## src/rtl/uart_pkg.sv

```systemverilog
// Shared types, line levels and parity helper for the UART transmit/receive path.
// Latency: n/a (declarations only).
// Backpressure: n/a.
package uart_pkg;

   typedef enum logic [2:0] {
      ST_IDLE   = 3'd0,
      ST_START  = 3'd1,
      ST_DATA   = 3'd2,
      ST_PARITY = 3'd3,
      ST_STOP   = 3'd4
   } tx_state_t;

   localparam logic START_BIT  = 1'b0;
   localparam logic STOP_BIT   = 1'b1;
   localparam logic IDLE_LEVEL = 1'b1;

   // Parity over 7 or 8 data bits; odd = 1 inverts the even-parity result.
   function automatic logic calc_parity(input logic [7:0] data,
                                        input logic       eight,
                                        input logic       odd);
      logic p;
      p = ^data[6:0];
      if (eight) begin
         p = p ^ data[7];
      end
      return p ^ odd;
   endfunction

endpackage

```

## src/rtl/uart_baud_gen.sv

```systemverilog
// Loadable bit-period down-counter: one-cycle bit_tick_o every (reload+1) clocks while enabled.
// Latency: first tick (div_i+1) clocks after load_i; reload value captured at load_i.
// Backpressure: none; the consumer must act on every tick.
// Ports:
//   clk, reset     clock, async active-low reset
//   load_i, div_i  restart the count and capture div_i as the period reload value
//   en_i           counting enable (count holds while low)
//   bit_tick_o     one-cycle pulse at the last clock of each bit period
module uart_baud_gen #(
   parameter int DIV_W = 16
) (
   input  logic             clk,
   input  logic             reset,
   input  logic             load_i,
   input  logic [DIV_W-1:0] div_i,
   input  logic             en_i,
   output logic             bit_tick_o
);

   logic [DIV_W-1:0] cnt_q, cnt_d;
   logic [DIV_W-1:0] reload_q, reload_d;

   always_comb begin
      cnt_d    = cnt_q;
      reload_d = reload_q;
      if (load_i) begin
         reload_d = div_i;
         cnt_d    = div_i;
      end else if (en_i) begin
         // Auto-reload keeps consecutive bits exactly reload+1 clocks long.
         if (cnt_q == '0) begin
            cnt_d = reload_q;
         end else begin
            cnt_d = cnt_q - DIV_W'(1);
         end
      end
   end

   always_ff @(posedge clk or negedge reset) begin
      if (!reset) begin
         cnt_q    <= '0;
         reload_q <= '0;
      end else begin
         cnt_q    <= cnt_d;
         reload_q <= reload_d;
      end
   end

   assign bit_tick_o = en_i && !load_i && (cnt_q == '0);

endmodule

```

## src/rtl/uart_tx_ctrl.sv

```systemverilog
// UART transmit controller: serialises start, 7/8 data bits LSB first, optional parity, stop.
// Latency: tx/tx_rdy change one clock after an accepted wr; tx_done one clock after the stop bit.
// Backpressure: tx_rdy low while a frame is in flight; a wr then is dropped and flags tx_ovr.
// Ports:
//   clk, reset               clock, async active-low reset
//   wr, din                  one-cycle write strobe and byte to send
//   baud_div, eight, pen,    frame config, captured on the accepted wr
//   ohel
//   ovr_clr                  clears the sticky overrun flag
//   tx                       serial line (idle high), registered
//   tx_rdy, tx_done, tx_ovr  ready flag, end-of-frame pulse, sticky overrun
module uart_tx_ctrl
   import uart_pkg::*;
#(
   parameter int DIV_W = 16
) (
   input  logic             clk,
   input  logic             reset,
   input  logic             wr,
   input  logic [7:0]       din,
   input  logic [DIV_W-1:0] baud_div,
   input  logic             eight,
   input  logic             pen,
   input  logic             ohel,
   input  logic             ovr_clr,
   output logic             tx,
   output logic             tx_rdy,
   output logic             tx_done,
   output logic             tx_ovr
);

   tx_state_t  state_q, state_d;
   logic [7:0] shreg_q, shreg_d;
   logic [2:0] bit_cnt_q, bit_cnt_d;
   logic       eight_q, eight_d;
   logic       pen_q, pen_d;
   logic       par_q, par_d;
   logic       tx_q, tx_d;
   logic       rdy_q, rdy_d;
   logic       done_q, done_d;
   logic       ovr_q, ovr_d;

   logic             accept;
   logic             bit_tick;
   logic             baud_en;
   logic [DIV_W-1:0] div_eff;
   logic [2:0]       last_bit;

   // A divisor of 0 would give 1-clock bits; clamp so the shortest bit is 2 clocks.
   assign div_eff  = (baud_div == '0) ? DIV_W'(1) : baud_div;
   assign accept   = wr && rdy_q;
   assign baud_en  = (state_q != ST_IDLE);
   assign last_bit = eight_q ? 3'd7 : 3'd6;

   uart_baud_gen #(
      .DIV_W (DIV_W)
   ) u_baud_gen (
      .clk        (clk),
      .reset      (reset),
      .load_i     (accept),
      .div_i      (div_eff),
      .en_i       (baud_en),
      .bit_tick_o (bit_tick)
   );

   always_comb begin
      state_d   = state_q;
      shreg_d   = shreg_q;
      bit_cnt_d = bit_cnt_q;
      eight_d   = eight_q;
      pen_d     = pen_q;
      par_d     = par_q;
      tx_d      = tx_q;
      rdy_d     = rdy_q;
      done_d    = 1'b0;
      ovr_d     = ovr_q;

      // Overrun set beats a same-cycle clear.
      if (wr && !rdy_q) begin
         ovr_d = 1'b1;
      end else if (ovr_clr) begin
         ovr_d = 1'b0;
      end

      // tx_d is the level for the upcoming bit, so tx stays a plain register.
      unique case (state_q)
         ST_IDLE: begin
            tx_d = IDLE_LEVEL;
            if (accept) begin
               shreg_d   = din;
               eight_d   = eight;
               pen_d     = pen;
               par_d     = calc_parity(din, eight, ohel);
               bit_cnt_d = 3'd0;
               rdy_d     = 1'b0;
               tx_d      = START_BIT;
               state_d   = ST_START;
            end
         end
         ST_START: begin
            if (bit_tick) begin
               tx_d      = shreg_q[0];
               bit_cnt_d = 3'd0;
               state_d   = ST_DATA;
            end
         end
         ST_DATA: begin
            if (bit_tick) begin
               if (bit_cnt_q == last_bit) begin
                  if (pen_q) begin
                     tx_d    = par_q;
                     state_d = ST_PARITY;
                  end else begin
                     tx_d    = STOP_BIT;
                     state_d = ST_STOP;
                  end
               end else begin
                  shreg_d   = {1'b0, shreg_q[7:1]};
                  tx_d      = shreg_q[1];
                  bit_cnt_d = bit_cnt_q + 3'd1;
               end
            end
         end
         ST_PARITY: begin
            if (bit_tick) begin
               tx_d    = STOP_BIT;
               state_d = ST_STOP;
            end
         end
         ST_STOP: begin
            if (bit_tick) begin
               tx_d      = IDLE_LEVEL;
               rdy_d     = 1'b1;
               done_d    = 1'b1;
               bit_cnt_d = 3'd0;
               state_d   = ST_IDLE;
            end
         end
         default: begin
            tx_d    = IDLE_LEVEL;
            rdy_d   = 1'b1;
            state_d = ST_IDLE;
         end
      endcase
   end

   always_ff @(posedge clk or negedge reset) begin
      if (!reset) begin
         state_q   <= ST_IDLE;
         shreg_q   <= '0;
         bit_cnt_q <= '0;
         eight_q   <= 1'b0;
         pen_q     <= 1'b0;
         par_q     <= 1'b0;
         tx_q      <= IDLE_LEVEL;
         rdy_q     <= 1'b1;
         done_q    <= 1'b0;
         ovr_q     <= 1'b0;
      end else begin
         state_q   <= state_d;
         shreg_q   <= shreg_d;
         bit_cnt_q <= bit_cnt_d;
         eight_q   <= eight_d;
         pen_q     <= pen_d;
         par_q     <= par_d;
         tx_q      <= tx_d;
         rdy_q     <= rdy_d;
         done_q    <= done_d;
         ovr_q     <= ovr_d;
      end
   end

   assign tx      = tx_q;
   assign tx_rdy  = rdy_q;
   assign tx_done = done_q;
   assign tx_ovr  = ovr_q;

endmodule

```

## config.mk

```make
export PLATFORM = sky130hd
export DESIGN_NAME = uart_tx_ctrl
export DESIGN_NICKNAME = d
export VERILOG_FILES = /design/src/rtl/uart_pkg.sv /design/src/rtl/uart_baud_gen.sv /design/src/rtl/uart_tx_ctrl.sv
export SDC_FILE = /design/constraint.sdc
export NUM_CORES = 1
export LEC_CHECK = 0
export CAP_MARGIN = 30
export CORE_AREA = 2 2 89 91
export CTS_CLUSTER_SIZE = 20
export DETAILED_ROUTE_END_ITERATION = 16
export DIE_AREA = 0 0 91 93
export HOLD_SLACK_MARGIN = 0.05
export SYNTH_ARGS = -nofsm -noshare
export SYNTH_HDL_FRONTEND = slang
export SYNTH_SLANG_ARGS = --single-unit
```

## constraint.sdc

```tcl
create_clock -name clk -period 1.95 [get_ports clk]
set_input_delay 0.39 -clock clk [delete_from_list [all_inputs] [get_ports clk]]
set_output_delay 0.39 -clock clk [all_outputs]
set_load 0.02 [all_outputs]
```

* After elaboration in Yosys (flattened, before gate mapping)
Cells that the tools add are included.
Operators by class: mux-type cells 37, reductions and logical operators 24, bitwise gates (word level) 3, eq/ne operators 14, $add $sub $neg 2
Operators by type and width (count):
- $mux W16 | 4
- $logic_not A16 Y1 | 2
- $mux W3 | 10
- $mux W8 | 3
- $pmux W8 S2 | 1
- $sub A16 B1 Y16 const B | 1
- $mux W1 | 15
- $pmux W3 S5 | 1
- $ne A2 B2 Y1 const B | 6
- $pmux W3 S3 | 1
- $reduce_xor A7 Y1 | 1
- $eq A3 B2 Y1 const B | 2
- $ne A2 B1 Y1 const B | 3
- $reduce_and A3 Y1 | 2
- $reduce_and A6 Y1 | 1
- $reduce_bool A2 Y1 | 3
- $reduce_bool A3 Y1 | 2
- $reduce_and A5 Y1 | 1
- $logic_and A1 B1 Y1 | 4
- $pmux W1 S4 | 1
- $reduce_and A4 Y1 | 1
- $reduce_or A2 Y1 | 2
- $add A3 B1 Y3 const B | 1
- $eq A3 B1 Y1 const B | 1
- 9 further kinds | 11
Storage, ports and cells: bits in registers 53, word-level logic and storage cells 92

* Logic depth before layout (Yosys ltp)
depth in word-level cells 6, mapped depth 8, gate-level depth less buffers 7

* Cells and area by module
From an unflattened synthesis, not the netlist that was laid out.
Unflattened totals: cells, all modules 328, area total of the unflattened synthesis 3054.2 um^2
Modules (own cells, without submodules):
- uart_baud_gen | area each 1762.9 um^2, times used 1, cells each 182
- uart_tx_ctrl | area each 1291.2 um^2, times used 1, cells each 146

* Worst setup path after synthesis
OpenSTA, ideal clock, no wires.
kind register -> register, from reg u_baud_gen.cnt_q[10], to reg u_baud_gen.cnt_q[7], path buffers 0, required time 1.829 ns, setup slack -0.194 ns, setup time 0.121 ns, cell stages (with the launch flop) 6, clock period less this slack 2.144 ns, data arrival time 2.023 ns, cells stage by stage dfrtp_1 or4_4 nor4_2 nand2_1 or3_1 a32o_1
Between the ends: longest elaborated chain between the ends 4
RTL lines:
- from (decl) | line uart_baud_gen.sv:20 | logic [DIV_W-1:0] cnt_q, cnt_d;
- from (signal assigned) | line uart_baud_gen.sv:44 | cnt_q <= cnt_d;
- $logic_not A16 Y1 | line uart_baud_gen.sv:31 | if (cnt_q == '0) begin
- $mux W16 | line uart_baud_gen.sv:31
- $mux W16 | line uart_baud_gen.sv:29 | end else if (en_i) begin
- $mux W16 | line uart_baud_gen.sv:26 | if (load_i) begin
Every way passes these cells. The select of a mux whose other input is x is not followed. A chain may end at the register's enable or synchronous reset.

* Worst setup path after layout
from reg u_baud_gen.cnt_q[7], to reg u_baud_gen.cnt_q[10]
Between the ends: longest elaborated chain between the ends 4, elaborated cells on any way between the ends 5, classes of those cells 1 x add/sub; 3 x mux; 1 x reduce/logical
RTL lines (line):
- $sub A16 B1 Y16 / $logic_not A16 Y1 (equally long branches) | uart_baud_gen.sv:34, uart_baud_gen.sv:31
- $mux W16 * | uart_baud_gen.sv:31
- $mux W16 * | uart_baud_gen.sv:29
- $mux W16 * | uart_baud_gen.sv:26
Every way passes the cells marked *; elsewhere a longest branch is shown, timed or not. The select of a mux whose other input is x is not followed.

==> reports/qor.yml <==
die_h_um: 93
htree_levels: 2
drv_cap: 0
ys_top_cells_by_area: "dfrtp_1, nand2_1, xnor2_1"
rsz0062_at_grt: "true"
synth_nets: 363
synth.most_common_cell: "nand2_1"
synthAdderAreaFrac: 0.0127
antenna_found_initial: 0
hold_slack_ps: 61.0
clock_latency_ps: 310
synth_top_family_by_area: "simple AND/OR/NAND/NOR gates"
diodes: 0
hold_viol_final: 0
synthTopCellsByCount: "nand2_1, dfrtp_1, nor2_1"
skew_ps: 6.50
worstSetupPathType: "flop to flop"
synth.distinct_cells: 54
r2r_setup_slack_ps: -220
violations: "negative setup slack"
std_cell_rows: 32
areaGrowthSynthToFinish_pct: 39.9
drt_pass1_iterations: 4
r2r-end: "u_baud_gen.cnt_q[10]"
place_congestion: 0.836
arrival_ps: 2390
drtIter0Drc: 138
path_clk_slew_ps: 100
hp-class: "input port to async pin"
wl_per_cell_um: 16.4
outcome: "complete, but fails checks"
timing.final.crit_share: 1.11
synth-xor-area-share: 0.0386
cp_max_fo: 8
grt_overflow: 0
post_synth.cell_area_avg_um2: 8.98
synth_simple_gate_area_frac: 0.248
root_buffer: "clkbuf_8"
synth_edf_count: 0
yosysWarnings: 0
grtUsageTotal: 0.206
io_buffers: 34
drive_gt1_frac: 0.291
ir_drop_uv: 310
slew_violations: 0
power_density_nw_per_um2: 559
relSlewSlack: 0.496
synthCells: 329
grt_max_degree: 54
drc_errors: 0
avgViaCountPerCell: 5.53
first_global_vias: 2866
required_ps: 2180
wirelength_um: 8440
cts.sink_count: 53
cts_made_buffers: 5
finish.utilization: 0.549
grt_pass1_wl_um: 13900
setup_viol: 28
via_count: 2841
synth_top_area_share: 0.432
ant_nets: 0
cts_buffer_depth: 2
die_w_um: 91
nets: 445
tritoncts: "built"
synth_area_um2: 2950
setup.worst_path.end_class: "flop"
yosysSeqAreaShare: 0.450
synth-async-reset-ratio: 1.00
ff2ff_path_depth: 6
start_util: 0.392
cp-start-kind: "flop"
synth_ff_type: "dfrtp_1"
fin_ws_ps: -217
post-place-ws_ps: -231
rr_startpoint: "u_baud_gen.cnt_q[7]"
tightest_slew_ps: 751
leakage_uw: 0.00174
synth-seq-cells: 53
hpwlAfterDp_um: 5880
holdBufCountCts: 0
synth_largest_area_cell: "dfrtp_1"
core_region_area_um2: 7530
fin_setup_tns_ps: -3810
period_minus_slack_ps: 2170
io_pins: 35
max_freq_mhz: 461
dieArea_um2: 8460
muxShareOfSynthArea: 0.0186
synth_compound_area_frac: 0.192
## how the worst max path moves through the flow
stage | startpoint | to | slack [ps]
after global placement | baud_div[8] | u_baud_gen.cnt_q[0] | -210
after global routing | u_baud_gen.cnt_q[7] | u_baud_gen.cnt_q[10] | -280
after detailed placement | u_baud_gen.cnt_q[9] | shreg_q[0] | -230
after CTS | u_baud_gen.cnt_q[10] | shreg_q[2] | -210
final | u_baud_gen.cnt_q[7] | u_baud_gen.cnt_q[10] | -220
after floorplan | u_baud_gen.cnt_q[7] | u_baud_gen.cnt_q[8] | -170
## layout make-up
class,instances,area (µm²)
multi-input combinational,250,1740
clock buffer,5,68.8
fill,725,3400
inverter,6,22.5
sequential,53,1330
clock inverter,3,17.5
timing repair buffer,95,821
tap,102,128
## where the power goes
group          switching, µW  internal, µW  total, µW  leakage [µW]
combinational            222           232        454       0.00105
clock                    384           249        633     0.0000439
sequential              53.8          1170       1220      0.000649
total                    659          1650       2310       0.00174
## metal layers
metal,up-vias,wire length [µm],GRT usage
met3,10,459,0.0346
met1,1378,3710,0.269
li1,1364,-,-
met4,0,132,0.0631
met5,-,0,0
met2,89,4140,0.350
## worst max-delay path, stage by stage (launching register included)
cell and delay (ps):
dfrtp_1 380, or4_4 560, or4_4 610, nor2_8 190, buf_6 120, nor2_1 40
o211ai_1 180
## flip-flops by register name, summed over array words and instances, names as in the netlist
signal	count
bit_cnt_q	3
eight_q	1
par_q	1
pen_q	1
shreg_q	8
state_q	3
tx	1
tx_done	1
tx_ovr	1
tx_rdy	1
u_baud_gen.cnt_q	16
u_baud_gen.reload_q	16
## cell usage in the layout (no fill, tap or decap), types with 3 or more instances in the layout
| cell | Yosys | layout |
|---|---|---|
| o21ai_1 | 3 | 6 |
| o21ai_2 | 0 | 4 |
| nor2_1 | 22 | 21 |
| clkbuf_8 | 0 | 5 |
| nand3_1 | 8 | 5 |
| dfrtp_1 | 51 | 51 |
| a2bb2oi_2 | 0 | 7 |
| mux2_2 | 4 | 4 |
| ha_1 | 3 | 3 |
| o31ai_1 | 7 | 7 |
| nand2b_1 | 3 | 3 |
| nand2_1 | 64 | 63 |
| nor4_1 | 10 | 10 |
| buf_6 | 2 | 4 |
| inv_1 | 6 | 6 |
| o22ai_1 | 10 | 4 |
| or4_1 | 5 | 3 |
| clkdlybuf4s50_1 | 0 | 33 |
| buf_4 | 0 | 56 |
| o211ai_1 | 10 | 10 |
| or3_1 | 6 | 4 |
| or4_4 | 2 | 4 |
| nand4_1 | 3 | 3 |
| xnor2_1 | 12 | 12 |
| a31oi_1 | 5 | 5 |
| o22ai_2 | 0 | 6 |
| a21oi_1 | 8 | 8 |
| nor3_1 | 7 | 4 |
| o21ai_0 | 16 | 9 |
## timing repair
action,4_1_cts,5_1_grt
setup endpoints to repair,31,32
gates cloned,1,1
pin swaps,3,4
buffers inserted,3,4
resized for setup,24,21
hold endpoints to repair,0,0
## metrics by stage
step	instances	cell area, µm²	power (µW)
final	514	4130	2310
after global routing	514	4130	2420
after CTS	509	4010	2320
after detailed placement	497	3790	1670
after global placement	497	3790	1670
after floorplan	329	3030	1440
## logic make-up (layout without fill, tap and decap cells)
family	after synthesis	count (layout)
buffers and inverters	27	109
flip-flops	53	53
AND/OR/NAND/NOR	145	146
AO/OA/AOI/OAI	83	83
XOR/XNOR	13	13
adder cells (fa/ha/maj)	3	3
multiplexers	5	5
Note: power is estimated with default switching activity, not from simulation.
==> RTL change: new RTL, same flow settings <==
`DIV_W` is set to 16 in 2 places; all go to 32.
--- a/src/rtl/uart_baud_gen.sv
+++ b/src/rtl/uart_baud_gen.sv
@@ -7,7 +7,7 @@
 //   en_i           counting enable (count holds while low)
 //   bit_tick_o     one-cycle pulse at the last clock of each bit period
 module uart_baud_gen #(
-   parameter int DIV_W = 16
+   parameter int DIV_W = 32
 ) (
    input  logic             clk,
    input  logic             reset,
--- a/src/rtl/uart_tx_ctrl.sv
+++ b/src/rtl/uart_tx_ctrl.sv
@@ -12,7 +12,7 @@
 module uart_tx_ctrl
    import uart_pkg::*;
 #(
-   parameter int DIV_W = 16
+   parameter int DIV_W = 32
 ) (
    input  logic             clk,
    input  logic             reset,
Interface: changed (resized baud_div); port bits go from 35 to 51. No check against the original RTL was run, so the function may have changed too.
==> RTL change against the unedited design <==
  * The run now fails in global routing
  * Area after synthesis increased by 62%
==> RTL change: results (changes against the unedited design) <==
<table>
<tr><th>Metric</th><th>Value</th></tr>
<tr><th colspan="2">Placed design</th></tr>
<tr><td>Post-placement cell area</td><td>6309 µm² (+66%)</td></tr>
<tr><td>Cell total after placement</td><td>788 (+59%)</td></tr>
<tr><td>Count of input and output buffers</td><td>50 (+47%)</td></tr>
<tr><td>Setup slack at placement</td><td>-0.2472 ns (-0.01613 ns)</td></tr>
<tr><td>RD Place Congestion</td><td>0.9431 (+13%)</td></tr>
<tr><td>HPWL after DPL</td><td>10570 µm (+80%)</td></tr>
<tr><th colspan="2">Logic synthesis</th></tr>
<tr><td>Async S/R FF share, synth</td><td>100.0% (unchanged)</td></tr>
<tr><td>Share of cell area taken by muxes after synthesis</td><td>3.563% (+1.7 points)</td></tr>
<tr><td>Xor and xnor fraction of the mapped netlist area</td><td>5.318% (+1.5 points)</td></tr>
<tr><td>Adder and majority cell fraction of the synthesized area</td><td>0.7860% (-0.49 points)</td></tr>
<tr><td>Number of synthesized register bits</td><td>85 (+60%)</td></tr>
<tr><td>Number of distinct standard cells referenced by the synthesized netlist</td><td>67 (+24%)</td></tr>
<tr><td>Synth Instances</td><td>542 (+65%)</td></tr>
<tr><td>Mapped Nets</td><td>592 (+63%)</td></tr>
<tr><td>Top post-synthesis cells by area</td><td>sky130_fd_sc_hd__dfrtp_1 43%, sky130_fd_sc_hd__nand2_1 11%, sky130_fd_sc_hd__xnor2_1 4.0%, sky130_fd_sc_hd__nor4_1 3.0%, sky130_fd_sc_hd__nor2_1 2.7%</td></tr>
<tr><td>Sequential fraction of the synthesis area</td><td>44.59% (-0.41 points)</td></tr>
<tr><td>Most numerous cell types in the synthesized netlist</td><td>136 x sky130_fd_sc_hd__nand2_1, 83 x sky130_fd_sc_hd__dfrtp_1, 34 x sky130_fd_sc_hd__nor2_1</td></tr>
<tr><td>Post-synthesis compound-gate area fraction</td><td>16.51% (-2.7 points)</td></tr>
<tr><th colspan="2">Outcome</th></tr>
<tr><td>First error in the log</td><td>[ERROR GRT-0232] Routing congestion too high. Check the congestion heatmap in the GUI.</td></tr>
<tr><td>Last flow stage reached</td><td>global routing</td></tr>
<tr><td>Status</td><td>did not finish</td></tr>
<tr><th colspan="2">Clocking</th></tr>
<tr><td>Number of buffers added by the clock tree synthesis step</td><td>9 (+4)</td></tr>
<tr><td>Buffer levels on the longest clock path</td><td>2 (unchanged)</td></tr>
<tr><td>Maximum level of the CTS H-tree</td><td>3 (+1)</td></tr>
<tr><th colspan="2">Timing</th></tr>
<tr><td>Worst EP Category</td><td>sequential cell input</td></tr>
</table>
RTL change: cell types whose count changed after synthesis, moves of 7 or more:
| cell | unedited run | this run |
|---|---|---|
| sky130_fd_sc_hd__nand2_1 | 64 | 136 |
| sky130_fd_sc_hd__mux2i_1 | 1 | 8 |
| sky130_fd_sc_hd__nor2_1 | 22 | 34 |
| sky130_fd_sc_hd__o211ai_1 | 10 | 1 |
| sky130_fd_sc_hd__nor4_1 | 10 | 23 |
| sky130_fd_sc_hd__a211oi_1 | 1 | 9 |
| sky130_fd_sc_hd__dfrtp_1 | 51 | 83 |
| sky130_fd_sc_hd__a22oi_1 | 0 | 8 |
| sky130_fd_sc_hd__xnor2_1 | 12 | 22 |
RTL change: per-layer routing:
metal	GRT overflow	track usage [%]
met2	435	125.1
met5	1	39.10
met1	1	90.13
met3	12	78.40
met4	203	117.9
RTL change: repair_timing:
action,CTS
setup buffers,7
gates cloned,2
endpoints found under the hold margin,25
setup endpoints to repair,49
resized for setup,75
pin swaps,23
hold buffers,1
